$ cat src/rtl/gps_pkg.sv
// Shared types and constants for the GPS multi-channel capture/encrypt sequencer.
package gps_pkg;

  localparam int unsigned PRN_W      = 6;
  localparam int unsigned CA_LEN_DEF = 13;
  localparam int unsigned P_LEN_DEF  = 128;

  typedef enum logic [2:0] {
    StIdle,
    StScan,
    StLoad,
    StRun,
    StEnc,
    StStore,
    StFin
  } state_e;

  // Chip counter is at least 8 bits and wide enough to hold P_LEN without wrapping.
  function automatic int unsigned cnt_width(input int unsigned len);
    int unsigned w;
    w = $clog2(len + 1);
    return (w < 8) ? 8 : w;
  endfunction

endpackage

$ cat src/rtl/gps_multi_ch_ctrl_if.sv
// Bundle of the sequencer's control, generator, encrypt and result signals.
interface gps_multi_ch_ctrl_if
  import gps_pkg::*;
#(
  parameter int unsigned NUM_CH = 4,
  parameter int unsigned CA_LEN = CA_LEN_DEF,
  parameter int unsigned P_LEN  = P_LEN_DEF
) ();

  localparam int unsigned CH_W = (NUM_CH > 1) ? $clog2(NUM_CH) : 1;

  // Register side
  logic                       start;
  logic                       abort;
  logic [NUM_CH-1:0]          ch_mask;
  logic [PRN_W*NUM_CH-1:0]    sv_num_tbl;
  logic                       busy;
  logic                       done;
  logic [CH_W-1:0]            cur_ch;
  // Code generators
  logic [PRN_W-1:0]           gen_sv_num;
  logic                       gen_prn_changed;
  logic                       gen_en;
  logic                       ca_bit_in;
  logic                       p_bit_in;
  // Encrypt engine
  logic                       enc_start;
  logic [P_LEN-1:0]           enc_state;
  logic [P_LEN-1:0]           enc_out;
  logic                       enc_valid;
  // Result banks
  logic [CA_LEN*NUM_CH-1:0]   ca_code;
  logic [P_LEN*NUM_CH-1:0]    l_code;
  logic [NUM_CH-1:0]          l_valid;
  logic [NUM_CH-1:0]          enc_err;

  modport master (
    output start, abort, ch_mask, sv_num_tbl, ca_bit_in, p_bit_in, enc_out, enc_valid,
    input  busy, done, cur_ch, gen_sv_num, gen_prn_changed, gen_en, enc_start, enc_state,
    input  ca_code, l_code, l_valid, enc_err
  );

  modport slave (
    input  start, abort, ch_mask, sv_num_tbl, ca_bit_in, p_bit_in, enc_out, enc_valid,
    output busy, done, cur_ch, gen_sv_num, gen_prn_changed, gen_en, enc_start, enc_state,
    output ca_code, l_code, l_valid, enc_err
  );

endinterface

$ cat src/rtl/gps_code_capture.sv
// Captures C/A and P chips from the shared generators; MSB holds the first chip.
module gps_code_capture
  import gps_pkg::*;
#(
  parameter int unsigned CA_LEN = CA_LEN_DEF,
  parameter int unsigned P_LEN  = P_LEN_DEF
) (
  input  logic              clk_i,
  input  logic              rst_ni,
  input  logic              clr_i,
  input  logic              shift_i,
  input  logic              ca_bit_i,
  input  logic              p_bit_i,
  output logic [CA_LEN-1:0] ca_o,
  output logic [P_LEN-1:0]  p_o,
  output logic              last_o
);

  localparam int unsigned CntW = cnt_width(P_LEN);

  logic [CA_LEN-1:0] ca_q, ca_d;
  logic [P_LEN-1:0]  p_q, p_d;
  logic [CntW-1:0]   cnt_q, cnt_d;

  // Next-state: clear on reload, otherwise shift; C/A stops after CA_LEN chips.
  always_comb begin
    ca_d  = ca_q;
    p_d   = p_q;
    cnt_d = cnt_q;
    if (clr_i) begin
      ca_d  = '0;
      p_d   = '0;
      cnt_d = '0;
    end else if (shift_i) begin
      p_d = (p_q << 1) | P_LEN'(p_bit_i);
      if (cnt_q < CntW'(CA_LEN)) begin
        ca_d = (ca_q << 1) | CA_LEN'(ca_bit_i);
      end
      // Saturate rather than wrap.
      if (cnt_q != CntW'(P_LEN)) begin
        cnt_d = cnt_q + CntW'(1);
      end
    end
  end

  // Capture registers.
  always_ff @(posedge clk_i or negedge rst_ni) begin
    if (!rst_ni) begin
      ca_q  <= '0;
      p_q   <= '0;
      cnt_q <= '0;
    end else begin
      ca_q  <= ca_d;
      p_q   <= p_d;
      cnt_q <= cnt_d;
    end
  end

  assign ca_o   = ca_q;
  assign p_o    = p_q;
  assign last_o = shift_i && (cnt_q == CntW'(P_LEN - 1));

endmodule

$ cat src/rtl/gps_multi_ch_ctrl.sv
// Round-robin capture/encrypt sequencer over NUM_CH satellite channels.
module gps_multi_ch_ctrl
  import gps_pkg::*;
#(
  parameter int unsigned NUM_CH  = 4,
  parameter int unsigned CA_LEN  = CA_LEN_DEF,
  parameter int unsigned P_LEN   = P_LEN_DEF,
  parameter int unsigned ENC_TMO = 64
) (
  input logic                clk,
  input logic                async_rst_n_in,
  gps_multi_ch_ctrl_if.slave bus
);

  localparam int unsigned CH_W  = (NUM_CH > 1) ? $clog2(NUM_CH) : 1;
  // Search pointer must reach NUM_CH to mean "past the last channel".
  localparam int unsigned PTR_W = CH_W + 1;
  localparam int unsigned TMO_W = $clog2(ENC_TMO + 1);

  state_e                   state_q, state_d;
  logic                     start_q, start_d;
  logic [NUM_CH-1:0]        mask_q, mask_d;
  logic [PRN_W*NUM_CH-1:0]  sv_q, sv_d;
  logic [PTR_W-1:0]         ptr_q, ptr_d;
  logic [CH_W-1:0]          cur_ch_q, cur_ch_d;
  logic [PRN_W-1:0]         gen_sv_q, gen_sv_d;
  logic [TMO_W-1:0]         tmo_q, tmo_d;
  logic [P_LEN-1:0]         enc_res_q, enc_res_d;
  logic [CA_LEN*NUM_CH-1:0] ca_bank_q, ca_bank_d;
  logic [P_LEN*NUM_CH-1:0]  l_bank_q, l_bank_d;
  logic [NUM_CH-1:0]        l_valid_q, l_valid_d;
  logic [NUM_CH-1:0]        enc_err_q, enc_err_d;

  logic              start_edge;
  logic              found;
  logic [CH_W-1:0]   sel_ch;
  logic              cap_clr;
  logic              run_en;
  logic [CA_LEN-1:0] cap_ca;
  logic [P_LEN-1:0]  cap_p;
  logic              cap_last;

  assign start_edge = bus.start && !start_q;
  assign run_en     = (state_q == StRun);

  gps_code_capture #(
    .CA_LEN (CA_LEN),
    .P_LEN  (P_LEN)
  ) u_capture (
    .clk_i    (clk),
    .rst_ni   (async_rst_n_in),
    .clr_i    (cap_clr),
    .shift_i  (run_en),
    .ca_bit_i (bus.ca_bit_in),
    .p_bit_i  (bus.p_bit_in),
    .ca_o     (cap_ca),
    .p_o      (cap_p),
    .last_o   (cap_last)
  );

  // Priority search: lowest enabled channel at or above the pointer.
  always_comb begin
    found  = 1'b0;
    sel_ch = '0;
    for (int i = int'(NUM_CH) - 1; i >= 0; i--) begin
      if (mask_q[i] && (i >= int'(ptr_q))) begin
        found  = 1'b1;
        sel_ch = CH_W'(i);
      end
    end
  end

  // FSM next-state and register updates.
  always_comb begin
    state_d   = state_q;
    start_d   = bus.start;
    mask_d    = mask_q;
    sv_d      = sv_q;
    ptr_d     = ptr_q;
    cur_ch_d  = cur_ch_q;
    gen_sv_d  = gen_sv_q;
    tmo_d     = tmo_q;
    enc_res_d = enc_res_q;
    ca_bank_d = ca_bank_q;
    l_bank_d  = l_bank_q;
    l_valid_d = l_valid_q;
    enc_err_d = enc_err_q;
    cap_clr   = 1'b0;

    if (bus.abort && (state_q != StIdle)) begin
      state_d = StIdle;
    end else begin
      unique case (state_q)
        StIdle: begin
          // abort suppresses a coincident start edge
          if (start_edge && !bus.abort) begin
            mask_d    = bus.ch_mask;
            sv_d      = bus.sv_num_tbl;
            l_valid_d = '0;
            enc_err_d = '0;
            ptr_d     = '0;
            state_d   = StScan;
          end
        end
        StScan: begin
          if (found) begin
            cur_ch_d = sel_ch;
            // Loaded here so the PRN is already stable during the LOAD pulse.
            gen_sv_d = sv_q[int'(sel_ch) * PRN_W +: PRN_W];
            state_d  = StLoad;
          end else begin
            state_d = StFin;
          end
        end
        StLoad: begin
          cap_clr = 1'b1;
          tmo_d   = '0;
          state_d = StRun;
        end
        StRun: begin
          if (cap_last) begin
            state_d = StEnc;
          end
        end
        StEnc: begin
          if (tmo_q == '0) begin
            tmo_d = TMO_W'(1);
          end else if (bus.enc_valid) begin
            enc_res_d = bus.enc_out;
            state_d   = StStore;
          end else if (tmo_q == TMO_W'(ENC_TMO)) begin
            enc_err_d[cur_ch_q] = 1'b1;
            ptr_d               = PTR_W'(cur_ch_q) + PTR_W'(1);
            state_d             = StScan;
          end else begin
            tmo_d = tmo_q + TMO_W'(1);
          end
        end
        StStore: begin
          ca_bank_d[int'(cur_ch_q) * CA_LEN +: CA_LEN] = cap_ca;
          l_bank_d[int'(cur_ch_q) * P_LEN +: P_LEN]    = enc_res_q;
          l_valid_d[cur_ch_q]                          = 1'b1;
          ptr_d                                        = PTR_W'(cur_ch_q) + PTR_W'(1);
          state_d                                      = StScan;
        end
        StFin: begin
          state_d = StIdle;
        end
        default: begin
          state_d = StIdle;
        end
      endcase
    end
  end

  // State and bank registers.
  always_ff @(posedge clk or negedge async_rst_n_in) begin
    if (!async_rst_n_in) begin
      state_q   <= StIdle;
      start_q   <= 1'b0;
      mask_q    <= '0;
      sv_q      <= '0;
      ptr_q     <= '0;
      cur_ch_q  <= '0;
      gen_sv_q  <= '0;
      tmo_q     <= '0;
      enc_res_q <= '0;
      ca_bank_q <= '0;
      l_bank_q  <= '0;
      l_valid_q <= '0;
      enc_err_q <= '0;
    end else begin
      state_q   <= state_d;
      start_q   <= start_d;
      mask_q    <= mask_d;
      sv_q      <= sv_d;
      ptr_q     <= ptr_d;
      cur_ch_q  <= cur_ch_d;
      gen_sv_q  <= gen_sv_d;
      tmo_q     <= tmo_d;
      enc_res_q <= enc_res_d;
      ca_bank_q <= ca_bank_d;
      l_bank_q  <= l_bank_d;
      l_valid_q <= l_valid_d;
      enc_err_q <= enc_err_d;
    end
  end

  assign bus.busy            = (state_q != StIdle) && (state_q != StFin);
  assign bus.done            = (state_q == StFin);
  assign bus.cur_ch          = cur_ch_q;
  assign bus.gen_sv_num      = gen_sv_q;
  assign bus.gen_prn_changed = (state_q == StLoad);
  assign bus.gen_en          = run_en;
  assign bus.enc_start       = (state_q == StEnc) && (tmo_q == '0);
  assign bus.enc_state       = cap_p;
  assign bus.ca_code         = ca_bank_q;
  assign bus.l_code          = l_bank_q;
  assign bus.l_valid         = l_valid_q;
  assign bus.enc_err         = enc_err_q;

endmodule

$ cat src/flat_wrapper.sv
// flat-port wrapper written by rule: the top's interface ports become plain ports
module gps_multi_ch_ctrl_flat import gps_pkg::*;
#(
  parameter int unsigned NUM_CH  = 4,
  parameter int unsigned CA_LEN  = CA_LEN_DEF,
  parameter int unsigned P_LEN   = P_LEN_DEF,
  parameter int unsigned ENC_TMO = 64
)
  (clk, async_rst_n_in, bus_start, bus_abort, bus_ch_mask, bus_sv_num_tbl, bus_ca_bit_in, bus_p_bit_in, bus_enc_out, bus_enc_valid, bus_busy, bus_done, bus_cur_ch, bus_gen_sv_num, bus_gen_prn_changed, bus_gen_en, bus_enc_start, bus_enc_state, bus_ca_code, bus_l_code, bus_l_valid, bus_enc_err);
  gps_multi_ch_ctrl_if #(.NUM_CH(NUM_CH), .CA_LEN(CA_LEN), .P_LEN(P_LEN)) bus_i ();
  input logic clk;
  input logic async_rst_n_in;
  input wire logic [$bits(bus_i.start)-1:0] bus_start;
  input wire logic [$bits(bus_i.abort)-1:0] bus_abort;
  input wire logic [$bits(bus_i.ch_mask)-1:0] bus_ch_mask;
  input wire logic [$bits(bus_i.sv_num_tbl)-1:0] bus_sv_num_tbl;
  input wire logic [$bits(bus_i.ca_bit_in)-1:0] bus_ca_bit_in;
  input wire logic [$bits(bus_i.p_bit_in)-1:0] bus_p_bit_in;
  input wire logic [$bits(bus_i.enc_out)-1:0] bus_enc_out;
  input wire logic [$bits(bus_i.enc_valid)-1:0] bus_enc_valid;
  output wire logic [$bits(bus_i.busy)-1:0] bus_busy;
  output wire logic [$bits(bus_i.done)-1:0] bus_done;
  output wire logic [$bits(bus_i.cur_ch)-1:0] bus_cur_ch;
  output wire logic [$bits(bus_i.gen_sv_num)-1:0] bus_gen_sv_num;
  output wire logic [$bits(bus_i.gen_prn_changed)-1:0] bus_gen_prn_changed;
  output wire logic [$bits(bus_i.gen_en)-1:0] bus_gen_en;
  output wire logic [$bits(bus_i.enc_start)-1:0] bus_enc_start;
  output wire logic [$bits(bus_i.enc_state)-1:0] bus_enc_state;
  output wire logic [$bits(bus_i.ca_code)-1:0] bus_ca_code;
  output wire logic [$bits(bus_i.l_code)-1:0] bus_l_code;
  output wire logic [$bits(bus_i.l_valid)-1:0] bus_l_valid;
  output wire logic [$bits(bus_i.enc_err)-1:0] bus_enc_err;
  assign bus_i.start = bus_start;
  assign bus_i.abort = bus_abort;
  assign bus_i.ch_mask = bus_ch_mask;
  assign bus_i.sv_num_tbl = bus_sv_num_tbl;
  assign bus_i.ca_bit_in = bus_ca_bit_in;
  assign bus_i.p_bit_in = bus_p_bit_in;
  assign bus_i.enc_out = bus_enc_out;
  assign bus_i.enc_valid = bus_enc_valid;
  assign bus_busy = bus_i.busy;
  assign bus_done = bus_i.done;
  assign bus_cur_ch = bus_i.cur_ch;
  assign bus_gen_sv_num = bus_i.gen_sv_num;
  assign bus_gen_prn_changed = bus_i.gen_prn_changed;
  assign bus_gen_en = bus_i.gen_en;
  assign bus_enc_start = bus_i.enc_start;
  assign bus_enc_state = bus_i.enc_state;
  assign bus_ca_code = bus_i.ca_code;
  assign bus_l_code = bus_i.l_code;
  assign bus_l_valid = bus_i.l_valid;
  assign bus_enc_err = bus_i.enc_err;
  gps_multi_ch_ctrl #(.NUM_CH(NUM_CH), .CA_LEN(CA_LEN), .P_LEN(P_LEN), .ENC_TMO(ENC_TMO)) u_core (.clk(clk), .async_rst_n_in(async_rst_n_in), .bus(bus_i));
endmodule
$ cat config.mk
export PLATFORM = sky130hd
export DESIGN_NAME = gps_multi_ch_ctrl_flat
export DESIGN_NICKNAME = d
export VERILOG_FILES = /design/src/rtl/gps_pkg.sv /design/src/rtl/gps_multi_ch_ctrl_if.sv /design/src/rtl/gps_code_capture.sv /design/src/rtl/gps_multi_ch_ctrl.sv /design/src/flat_wrapper.sv
export SDC_FILE = /design/constraint.sdc
export NUM_CORES = 1
export LEC_CHECK = 0
export BUFFER_PORTS_ARGS = -buffer_cell sky130_fd_sc_hd__buf_4
export CORE_AREA = 2 2 339 341
export CTS_CLUSTER_SIZE = 8
export DETAILED_ROUTE_END_ITERATION = 16
export DIE_AREA = 0 0 341 343
export GPL_ROUTABILITY_DRIVEN = 0
export PLACE_DENSITY_LB_ADDON = 0.1
export RECOVER_POWER = 100
export SKIP_CTS_REPAIR_TIMING = 1
export SLEW_MARGIN = 20
export SYNTH_ARGS = -nofsm -noshare
export SYNTH_HDL_FRONTEND = slang
export SYNTH_SLANG_ARGS = --single-unit
$ cat constraint.sdc
create_clock -name clk -period 7.3 [get_ports clk]
set_clock_uncertainty 0.1 [all_clocks]
set_input_delay 2.19 -clock clk [delete_from_list [all_inputs] [get_ports clk]]
set_output_delay 2.19 -clock clk [all_outputs]
set_load 0.01 [all_outputs]
* Word level (Yosys, flattened, before mapping)
Cells that the tools add are included.
Widths: inputs -> output; s select.
** Storage, ports and cells
- Bits in registers :: 899
- Input bits :: 163
- Word-level logic and storage cells :: 140
** Cells by class
- Add/subtract/negate cells :: 5
- Multipliers :: 2
- Order comparisons :: 7
- Equal/unequal tests :: 20
- Shift-type cells :: 5
- Multiplexer cells :: 45
- Bitwise operators :: 6
- Reductions and logical operators :: 34
** Operators with widths (count)
- $bwmux 512 :: 1
- $shift 128x34->512 const A :: 1
- $shiftx 128x34->512 :: 1
- $mux 128 :: 2
- $or 128x1->128 :: 1
- $bwmux 52 :: 1
- $shift 13x34->52 const A :: 1
- $shiftx 13x34->52 :: 1
- $mux 13 :: 3
- $neg 6->34 :: 1
- $neg 9->34 :: 1
- $mux 3 :: 11
- $mux 8 :: 3
- $shiftx 24x6->6 :: 1
- $mux 7 :: 3
- $pmux 3 s6 :: 1
- $mux 4 :: 4
- $pmux 4 s2 :: 2
- $pmux 7 s2 :: 1
- $or 13x1->13 :: 1
- $reduce_and 4->1 :: 3
- $reduce_and 6->1 :: 2
- $reduce_bool 2->1 :: 6
- $logic_and 1x1->1 :: 11
- other kinds (34) :: 61

* Logic depth before layout (Yosys ltp)
Gate-level depths: netlist (run 1).
- Depth in word-level cells :: 9
- Mapped depth :: 10

* Cells and area by module
From an unflattened synthesis (run 1), not the netlist that was laid out.
** Unflattened totals
- Cell total of the unflattened synthesis :: 3547
- Area total of the unflattened synthesis :: 36312.3 um^2
** Modules (own cells, without submodules)
- gps_multi_ch_ctrl :: times used 1, cells an instance 3038, area each 30122.6 um^2
- gps_code_capture :: times used 1, cells an instance 509, area each 6189.7 um^2

* Least setup slack after synthesis (run 1)
OpenSTA, ideal clock, no wires.
- Kind :: input to register
- From :: input bus_abort
- To :: register u_core.l_bank_q[375] (netlist: u_core.bus.l_code[375])
- Data arrival time :: 3.713 ns
- Required time :: 7.067 ns
- Setup slack :: 3.354 ns
- Stages on the path :: 10
- Cells stage by stage :: buf_2 nor2_1 and3_1 buf_2 nand2_1 buf_2 clkbuf_1 clkbuf_1 nand2_1 o21ai_0
** Between the ends
- Longest elaborated chain between the ends :: 3
** RTL lines
- start, declared :: RTL line flat_wrapper.sv:14 : input wire logic [$bits(bus_i.abort)-1:0] bus_abort;
- $logic_and 1x1->1 :: RTL line gps_multi_ch_ctrl.sv:90 : if (bus.abort && (state_q != StIdle)) begin
- $not 1->1 (no source line)
- $reduce_and 2->1 (no source line)
- end signal, assigned :: RTL line gps_multi_ch_ctrl.sv:183 : l_bank_q <= l_bank_d;
- end, declared :: RTL line gps_multi_ch_ctrl.sv:30 : logic [P_LEN*NUM_CH-1:0] l_bank_q, l_bank_d;
Every way passes these cells.
A chain may end at the register's enable or synchronous reset.

* Worst setup path after layout (run 1)
- From :: input bus_abort
- To :: register u_core.ca_bank_q[32] (netlist: u_core.bus.ca_code[32])
** Between the ends
- Longest elaborated chain between the ends :: 3
** RTL lines
- $logic_and 1x1->1 :: RTL line gps_multi_ch_ctrl.sv:90
- $not 1->1 (no source line)
- $reduce_and 2->1 (no source line)
- end signal, assigned :: RTL line gps_multi_ch_ctrl.sv:182 : ca_bank_q <= ca_bank_d;
- end, declared :: RTL line gps_multi_ch_ctrl.sv:29 : logic [CA_LEN*NUM_CH-1:0] ca_bank_q, ca_bank_d;
Every way passes these cells.

==> results of run 1 <==
==> power by group <==
group	total, mW	internal, mW	switching, mW
clock network	5.42	3.28	2.14
registers	6.92	5.86	1.06
logic	3.11	0.986	2.13
total	15.5	10.1	5.33
==> worst paths after layout <==
| kind | start | to | depth (start not counted) |
|---|---|---|---|
| worst max-delay path | bus_abort | u_core.bus.ca_code[32] | 6 |
| worst min-delay path | u_core.sv_q[23] | u_core.sv_q[23] | 2 |
| worst max register to register | u_core.bus.cur_ch[0] | u_core.bus.l_code[103] | 6 |
| worst min register to register | u_core.sv_q[23] | u_core.sv_q[23] | 2 |
| max in group asynchronous | async_rst_n_in | u_core.sv_q[15] | 2 |
| min in group asynchronous | async_rst_n_in | u_core.bus.l_code[372] | 1 |
==> routing by layer <==
| metal | vias up | routed length [um] | global-route usage [%] |
|---|---|---|---|
| met3 | 195 | 10460 | 7.674 |
| li1 | 13550 | - | - |
| met4 | 8 | 4310 | 8.526 |
| met5 | - | 61 | 0 |
| met1 | 13460 | 53780 | 26.95 |
| met2 | 782 | 61190 | 34.54 |
==> cell families (layout without fill, tap and decap cells) <==
family                     count (synthesis)  count (layout)  synth area share (%)
xor gates and xnor gates                   7               7                0.1723
buffers and inverters                    270            1081                 3.281
and+or+nand+nor                         1586            1586                 17.22
adders and majority gates                 13              13                0.4572
other                                      0               5                     0
DFF                                      899             899                 63.23
AOI/OAI and AO/OA                        764             764                 11.07
muxes                                    146             146                 4.565
==> state kept, by name, indices dropped and copies added, names as in the netlist, 4 cells and up <==
signal                  cells
u_core.bus.l_code         512
u_core.tmo_q                7
u_core.bus.l_valid          4
u_core.bus.enc_err          4
u_core.bus.ca_code         52
u_core.u_capture.ca_o      13
u_core.u_capture.p_o      128
u_core.sv_q                24
u_core.enc_res_q          128
u_core.bus.gen_sv_num       6
u_core.u_capture.cnt_q      8
u_core.mask_q               4
==> cell type report <==
| class | instances | share of cell area [%] |
|---|---|---|
| sequential | 899 | 50.97 |
| multi-input combinational | 2516 | 27.08 |
| timing repair buffer | 924 | 9.638 |
| clock buffer | 140 | 7.716 |
| tap | 1512 | 4.286 |
| clock inverter | 6 | 0.1843 |
| inverter | 11 | 0.09922 |
| antenna | 5 | 0.02835 |
==> cell usage in the layout, fill, tap and decap left out, types with 6 or more instances in the layout <==
cell,instances
sky130_fd_sc_hd__nand2_1,1506
sky130_fd_sc_hd__dfrtp_1,899
sky130_fd_sc_hd__clkbuf_1,731
sky130_fd_sc_hd__o21ai_0,591
sky130_fd_sc_hd__buf_4,181
sky130_fd_sc_hd__a21oi_1,145
sky130_fd_sc_hd__clkbuf_16,134
sky130_fd_sc_hd__mux2_2,120
sky130_fd_sc_hd__nor2_1,24
sky130_fd_sc_hd__mux2i_1,16
sky130_fd_sc_hd__ha_1,13
sky130_fd_sc_hd__inv_1,10
sky130_fd_sc_hd__mux2_1,10
sky130_fd_sc_hd__nand3_1,9
sky130_fd_sc_hd__clkbuf_2,8
sky130_fd_sc_hd__nand2b_1,7
sky130_fd_sc_hd__o2bb2ai_1,6
==> per-stage QoR <==
step	setup slack (ns)	cell area [um2]	hold WS (ns)	cells	utilization (%)
floorplan	3.354	35580	0.3450	3685	-
global placement	2.140	43520	0.3592	5862	38.38
detailed placement	2.048	43530	0.3627	5862	38.38
CTS	2.152	47020	0.3755	6008	41.46
global route	1.001	44140	0.3858	6013	38.92
finish	1.393	44140	0.3690	6013	38.92
==> critical path: stages <==
cell and delay [ns]:
sky130_fd_sc_hd__clkbuf_1 0.30, sky130_fd_sc_hd__nor2_1 0.24, sky130_fd_sc_hd__and3_1 0.38, sky130_fd_sc_hd__nand2_1 2.02, sky130_fd_sc_hd__clkbuf_1 0.91, sky130_fd_sc_hd__o21ai_0 0.23
==> reports/summary.md, run 1 <==
The multi-input combinational cells in the finished layout cover a total of 11950 um2. For the number of antenna violations at the first check in global routing, the log shows 9. STA classifies the critical path endpoint as a flip-flop. The wire-length estimate of the detail-placed layout is 87310 um.

The number of different library cells used by synthesis comes to 49. A synthesized cell averages 9.655 um2. After clock tree synthesis, the clock-pin slew on the worst setup and hold paths is 0.05 ns.

For this run, design rule violations remaining after detail routing come to 0. For this run, the total global-route usage over all layers was measured as 21.69%. The area inside the core boundary was 113400 um2; the count of endpoints failing hold in the final timing report was 0. The logs give 0 ns for the final sum of negative setup slack and -136.2% for the relative max-transition margin.

The dominant cell by count in the synthesized netlist is sky130_fd_sc_hd__nand2_1. The root buffer cell chosen for the clock tree is sky130_fd_sc_hd__clkbuf_16. The floorplan die area came out at 117000 um2.

The run finished, with violations left. For this block, the via count after detailed routing is 27990. The yosys synthesis warning count was 0.

From synthesis to final layout, the design area changed by 24.05%. Counting every net in the synthesized netlist gives 3861. The worst setup path is launched from an input port. Counting every instance in the synthesized netlist gives 3685. The residual antenna-violating net count after detailed routing came out at 0.

The tools report the number of maximum-capacitance violations as 18. The worst-case IR drop observed on VDD is 0.0002094 V. TritonCTS built the clock tree. The die is 341 um wide.

The final critical-path share of the clock period is 80.92%. The share of synthesized area in the top cell type comes to 63.23%. The per-cell via count in the routed design works out to 4.656. For the count of final max-slew check failures, the log shows 1245.

Power spread over the standard cell area amounts to 350.2 nW/um2. The run gives 136 as the pin count of the biggest net entering global routing. The tools report the static leakage as 19.12 nW. 876 I/O pins were placed. For the clock sink count, the log shows 899. The tightest min-delay check is of the reg -> reg type. For this configuration, the core starts out at a cell density of 31.37%. The transition at the pin with the smallest max-transition slack came out at 3.542 ns.

The detailed router finished its first iteration with 1604 violations. The number of synthesized flops with an enable pin was 0; the number of standard-cell rows in the floorplan was 124. At the later pin of the worst-skew pair, clock insertion delay measures 0.71 ns. The H-tree generated during clock tree synthesis spans 4 levels. The total chip power is 15.46 mW. Setup repair after global routing left no endpoint under its margin.

The number of CTS-inserted buffers is 131. The first global-routing pass estimated 190500 um of wire. For this run, the leading register cell type out of synthesis is sky130_fd_sc_hd__dfrtp_1. The clock period could shrink to 5.907 ns. For flop-to-flop paths, the worst setup slack is 1.73 ns. Dividing the detail-routed wire length by the instance count gives 21.59 um.

For this run, the top clock speed supported by timing is 0.1693 GHz. Setup violations remaining at the end of the flow were counted as 0. The critical path in this run is classified as in -> reg.

Total detailed-routing wirelength: 129800 um. Ranked by instance count, the synthesized netlist is headed by 1508 x sky130_fd_sc_hd__nand2_1, 899 x sky130_fd_sc_hd__dfrtp_1, 591 x sky130_fd_sc_hd__o21ai_0. Summing all flip-flop and latch instances after layout gives 22500 um2. The aggregate global routing overflow is 0, and the data required time at the worst endpoint is 7.73 ns. After filler insertion, the fill cell instance count of the layout stands at 11910. The post-synthesis sequential area ratio is 63.23%, and the count of input and output buffers is 875.

Data arrives at the worst endpoint at 6.33 ns. The flop and latch count out of synthesis was 899. The logs give 27510 for the via count of the first global-routing pass and 4659 for the number of nets in the finished design. The fraction of registers with async set or reset after synthesis is 100.0%.

The mapped netlist covers 35580 um2. After synthesis, the cell types taking the most area are sky130_fd_sc_hd__dfrtp_1 63%, sky130_fd_sc_hd__nand2_1 16%, sky130_fd_sc_hd__o21ai_0 8.3%, sky130_fd_sc_hd__mux2_2 3.8%, sky130_fd_sc_hd__clkbuf_1 2.1%. Measured along the y axis, the die boundary spans 343 um. Before antenna repair, the detailed router went through 5 iterations. The biggest area contributor in the post-synthesis netlist is sky130_fd_sc_hd__dfrtp_1. The final reports fail on max-capacitance violations, max-slew violations. The largest buffer count on any clock path was 3; the largest fanout on the critical path was 69. In the final layout, the share of cells above drive strength 1 is 10.56%.
Note: power is estimated with default switching activity, not from simulation.
==> run 2, diff against run 1 <==
Clock period 7.3 ns to 5.4 ns, I/O delays scaled along.
==> run 2 against run 1 <==
Clock power is 35% higher. Total power is 35% higher. Worst setup slack worse by 0.49 ns. Largest power group unchanged. The flow still finishes with violations (max-capacitance violations, max-slew violations). Largest cell class unchanged. Final area is 0.42% higher. Wire length is 0.24% lower. Sequential share of layout area is 0.21 points lower.
==> reports/summary.md, run 2 (synthesis results as in run 1) <==
Layout overhead on the synthesized area: 24.58%. The run gives 11990 as the total of fill cells in the finished design. Cell type group with the largest total delay on the critical path: buffers and inverters.

Summed over all cells, the static leakage comes to 19.17 nW. Row generation in the floorplan step produced 124 rows. The final reports fail on max-capacitance violations, max-slew violations. The clock transition at the registers of the reported paths was 0.05 ns.

The final setup violation count was 0. The final layout contains routed wiring with a total length of 129500 um. The HPWL after detailed placement is 87070 um. Entering global routing, the biggest net connects 161 pins. The flow ran to the end, but the final reports show violations. For the worst hold slack after final layout, the log shows 0.3693 ns. 876 I/O pins were placed.

The y dimension of the die was 343 um; the total DRC errors in the routed layout was 0. The die covers 117000 um2. The top cell types in the final layout, fill and taps aside, are 1508 x sky130_fd_sc_hd__nand2_1, 899 x sky130_fd_sc_hd__dfrtp_1, 731 x sky130_fd_sc_hd__clkbuf_1. The tools report the count of endpoints failing hold in the final timing report as 0. The clock drives 899 sinks. The multi-input combinational cells in the finished layout cover a total of 11910 um2. The number of maximum-capacitance violations came out at 9. At the pin with the least slew margin, the transition time is 3.028 ns. TritonCTS built the clock tree. The run gives 585 as the count of final max-slew check failures. The run gives 0 ns as the final sum of negative setup slack. The aggregate global routing overflow is 0. Across the VDD grid, the largest voltage drop is 0.0005634 V.

The smallest clock period supported by the final layout is computed as 4.500 ns. STA puts the critical path data required time at 5.89 ns. The largest buffer count on any clock path is 3. Startpoint of the worst register-to-register path: u_core.tmo_q[3]. The count of nets left with antenna violations once routing finished came out at 0. Buffers placed on the I/O ports in this run total 875. In this run the power density over the cells is 471.5 nW/um2. The first global-routing pass estimated 190600 um of wire. The worst setup path is of the in -> reg kind. In the final routed layout, each cell accounts on average for 21.51 um.

The clock reaches the later pin of the worst-skew pair after 0.72 ns. On the critical path, the stage with the largest delay is an instance of sky130_fd_sc_hd__buf_2. The register with the most flip-flops in the layout has 512 of them.

The upper clock frequency limit is 0.2222 GHz. The beginning of the critical path is bus_abort. Once the floorplan was initialized, standard cells occupied 31.37% of the core. The run gives -101.9% as the relative max-transition margin.

Summing internal, switching and leakage power gives 20.90 mW. The critical path's largest stage delay was 1.28 ns. Sort of element at the end of the critical path: a flip-flop.

Of the cells placed in the final design, the portion with a size suffix greater than 1 is 10.57%. The run gives 21.63% as the total global-route track usage. In the final layout, flip-flops and latches occupy 22500 um2. After detailed routing, the number of vias per cell comes to 4.670. The largest fanout on the critical path was 52; the via count of the first global-routing pass was 27660. The logs give 1.352 ns for the pre-CTS worst setup slack and 4.99 ns for the data arrival time of the critical path.

For the number of CTS-inserted buffers, the log shows 130. STA classifies the critical path startpoint as an input port. The tightest min-delay check is of the reg -> reg type. The number of nets in the finished design is 4662, and the total number of vias is 28110. The library cell used most frequently in the layout, excluding fill and tap cells, is sky130_fd_sc_hd__nand2_1. Setup repair after global routing left no endpoint under its margin. The tools report the number of antenna violations at the first check in global routing as 10.

Master cell of the clock root buffer: sky130_fd_sc_hd__clkbuf_16. For this block, the initial DRC count from the detailed router was 1560. Traced cell by cell, the critical path runs through clkbuf_1 > nor2_1 > clkbuf_1 > nand4_1 > buf_2 > mux2_2. The region available for standard cell placement spans 113400 um2. The sum of buffers and inverters on the critical path is 3. The level count of the clock H-tree is 4, and the width of the die is 341 um.

The startpoint identified for the worst hold timing path is u_core.sv_q[0]. Dividing the final minimum period by the clock period gives 83.33%. After layout, the worst setup slack is 0.9000 ns. The cell repeated most along the worst path was sky130_fd_sc_hd__clkbuf_1. The first TritonRoute pass finished after 5 iterations.
[run 2: cell types whose count changed in the layout (fill, tap and decap cells not counted), sizes merged]
cell      before  now
clkinvlp       0    1
buf          187  193
clkbuf       877  873
bufinv         1    0
clkinv         1    5
diode          5    6
[run 2: tightest hold or removal path, stage by stage, from the launching register on]
cell and delay (ns):
sky130_fd_sc_hd__dfrtp_1 0.34, sky130_fd_sc_hd__nand2_1 0.05, sky130_fd_sc_hd__nand2_1 0.05
[run 2: area by class of cell]
type | instances | share of cell area (%)
multi-input combinational | 2516 | 26.87
tap | 1512 | 4.268
timing repair buffer | 928 | 10.04
clock buffer | 138 | 7.622
sequential | 899 | 50.76
clock inverter | 10 | 0.3077
antenna | 6 | 0.03387
inverter | 11 | 0.09598
[run 2: routing by layer]
metal	track usage (%)	vias to the layer above	wire [um]
li1	-	13580	-
met1	26.99	13580	54410
met2	34.83	746	61360
met3	7.353	201	9804
met4	7.829	8	3864
met5	0	-	51
[run 2: final timing paths]
path / end / slack, ns / depth (start not counted)
worst max-delay path: u_core.enc_res_q[88] / 0.90 / 6
worst min-delay path: u_core.sv_q[0] / 0.37 / 2
worst max register to register: u_core.enc_res_q[88] / 0.92 / 5
worst min register to register: u_core.sv_q[0] / 0.37 / 2
max in group asynchronous: u_core.u_capture.p_o[70] / 1.06 / 2
min in group asynchronous: u_core.bus.l_code[257] / 1.63 / 1
[run 2: power breakdown]
| part | total (mW) | switching [mW] | internal [mW] |
|---|---|---|---|
| Combinational | 4.23 | 2.87 | 1.35 |
| Sequential | 9.34 | 1.42 | 7.92 |
| Clock | 7.33 | 2.95 | 4.39 |
| Total | 20.9 | 7.24 | 13.7 |
[run 2: through the flow]
| step | cells | util (%) | area [um2] |
|---|---|---|---|
| floorplan | 3685 | - | 35580 |
| global placement | 5866 | 38.55 | 43720 |
| detailed placement | 5866 | 38.55 | 43720 |
| CTS | 6014 | 41.64 | 47230 |
| global route | 6020 | 39.08 | 44320 |
| finish | 6020 | 39.08 | 44320 |
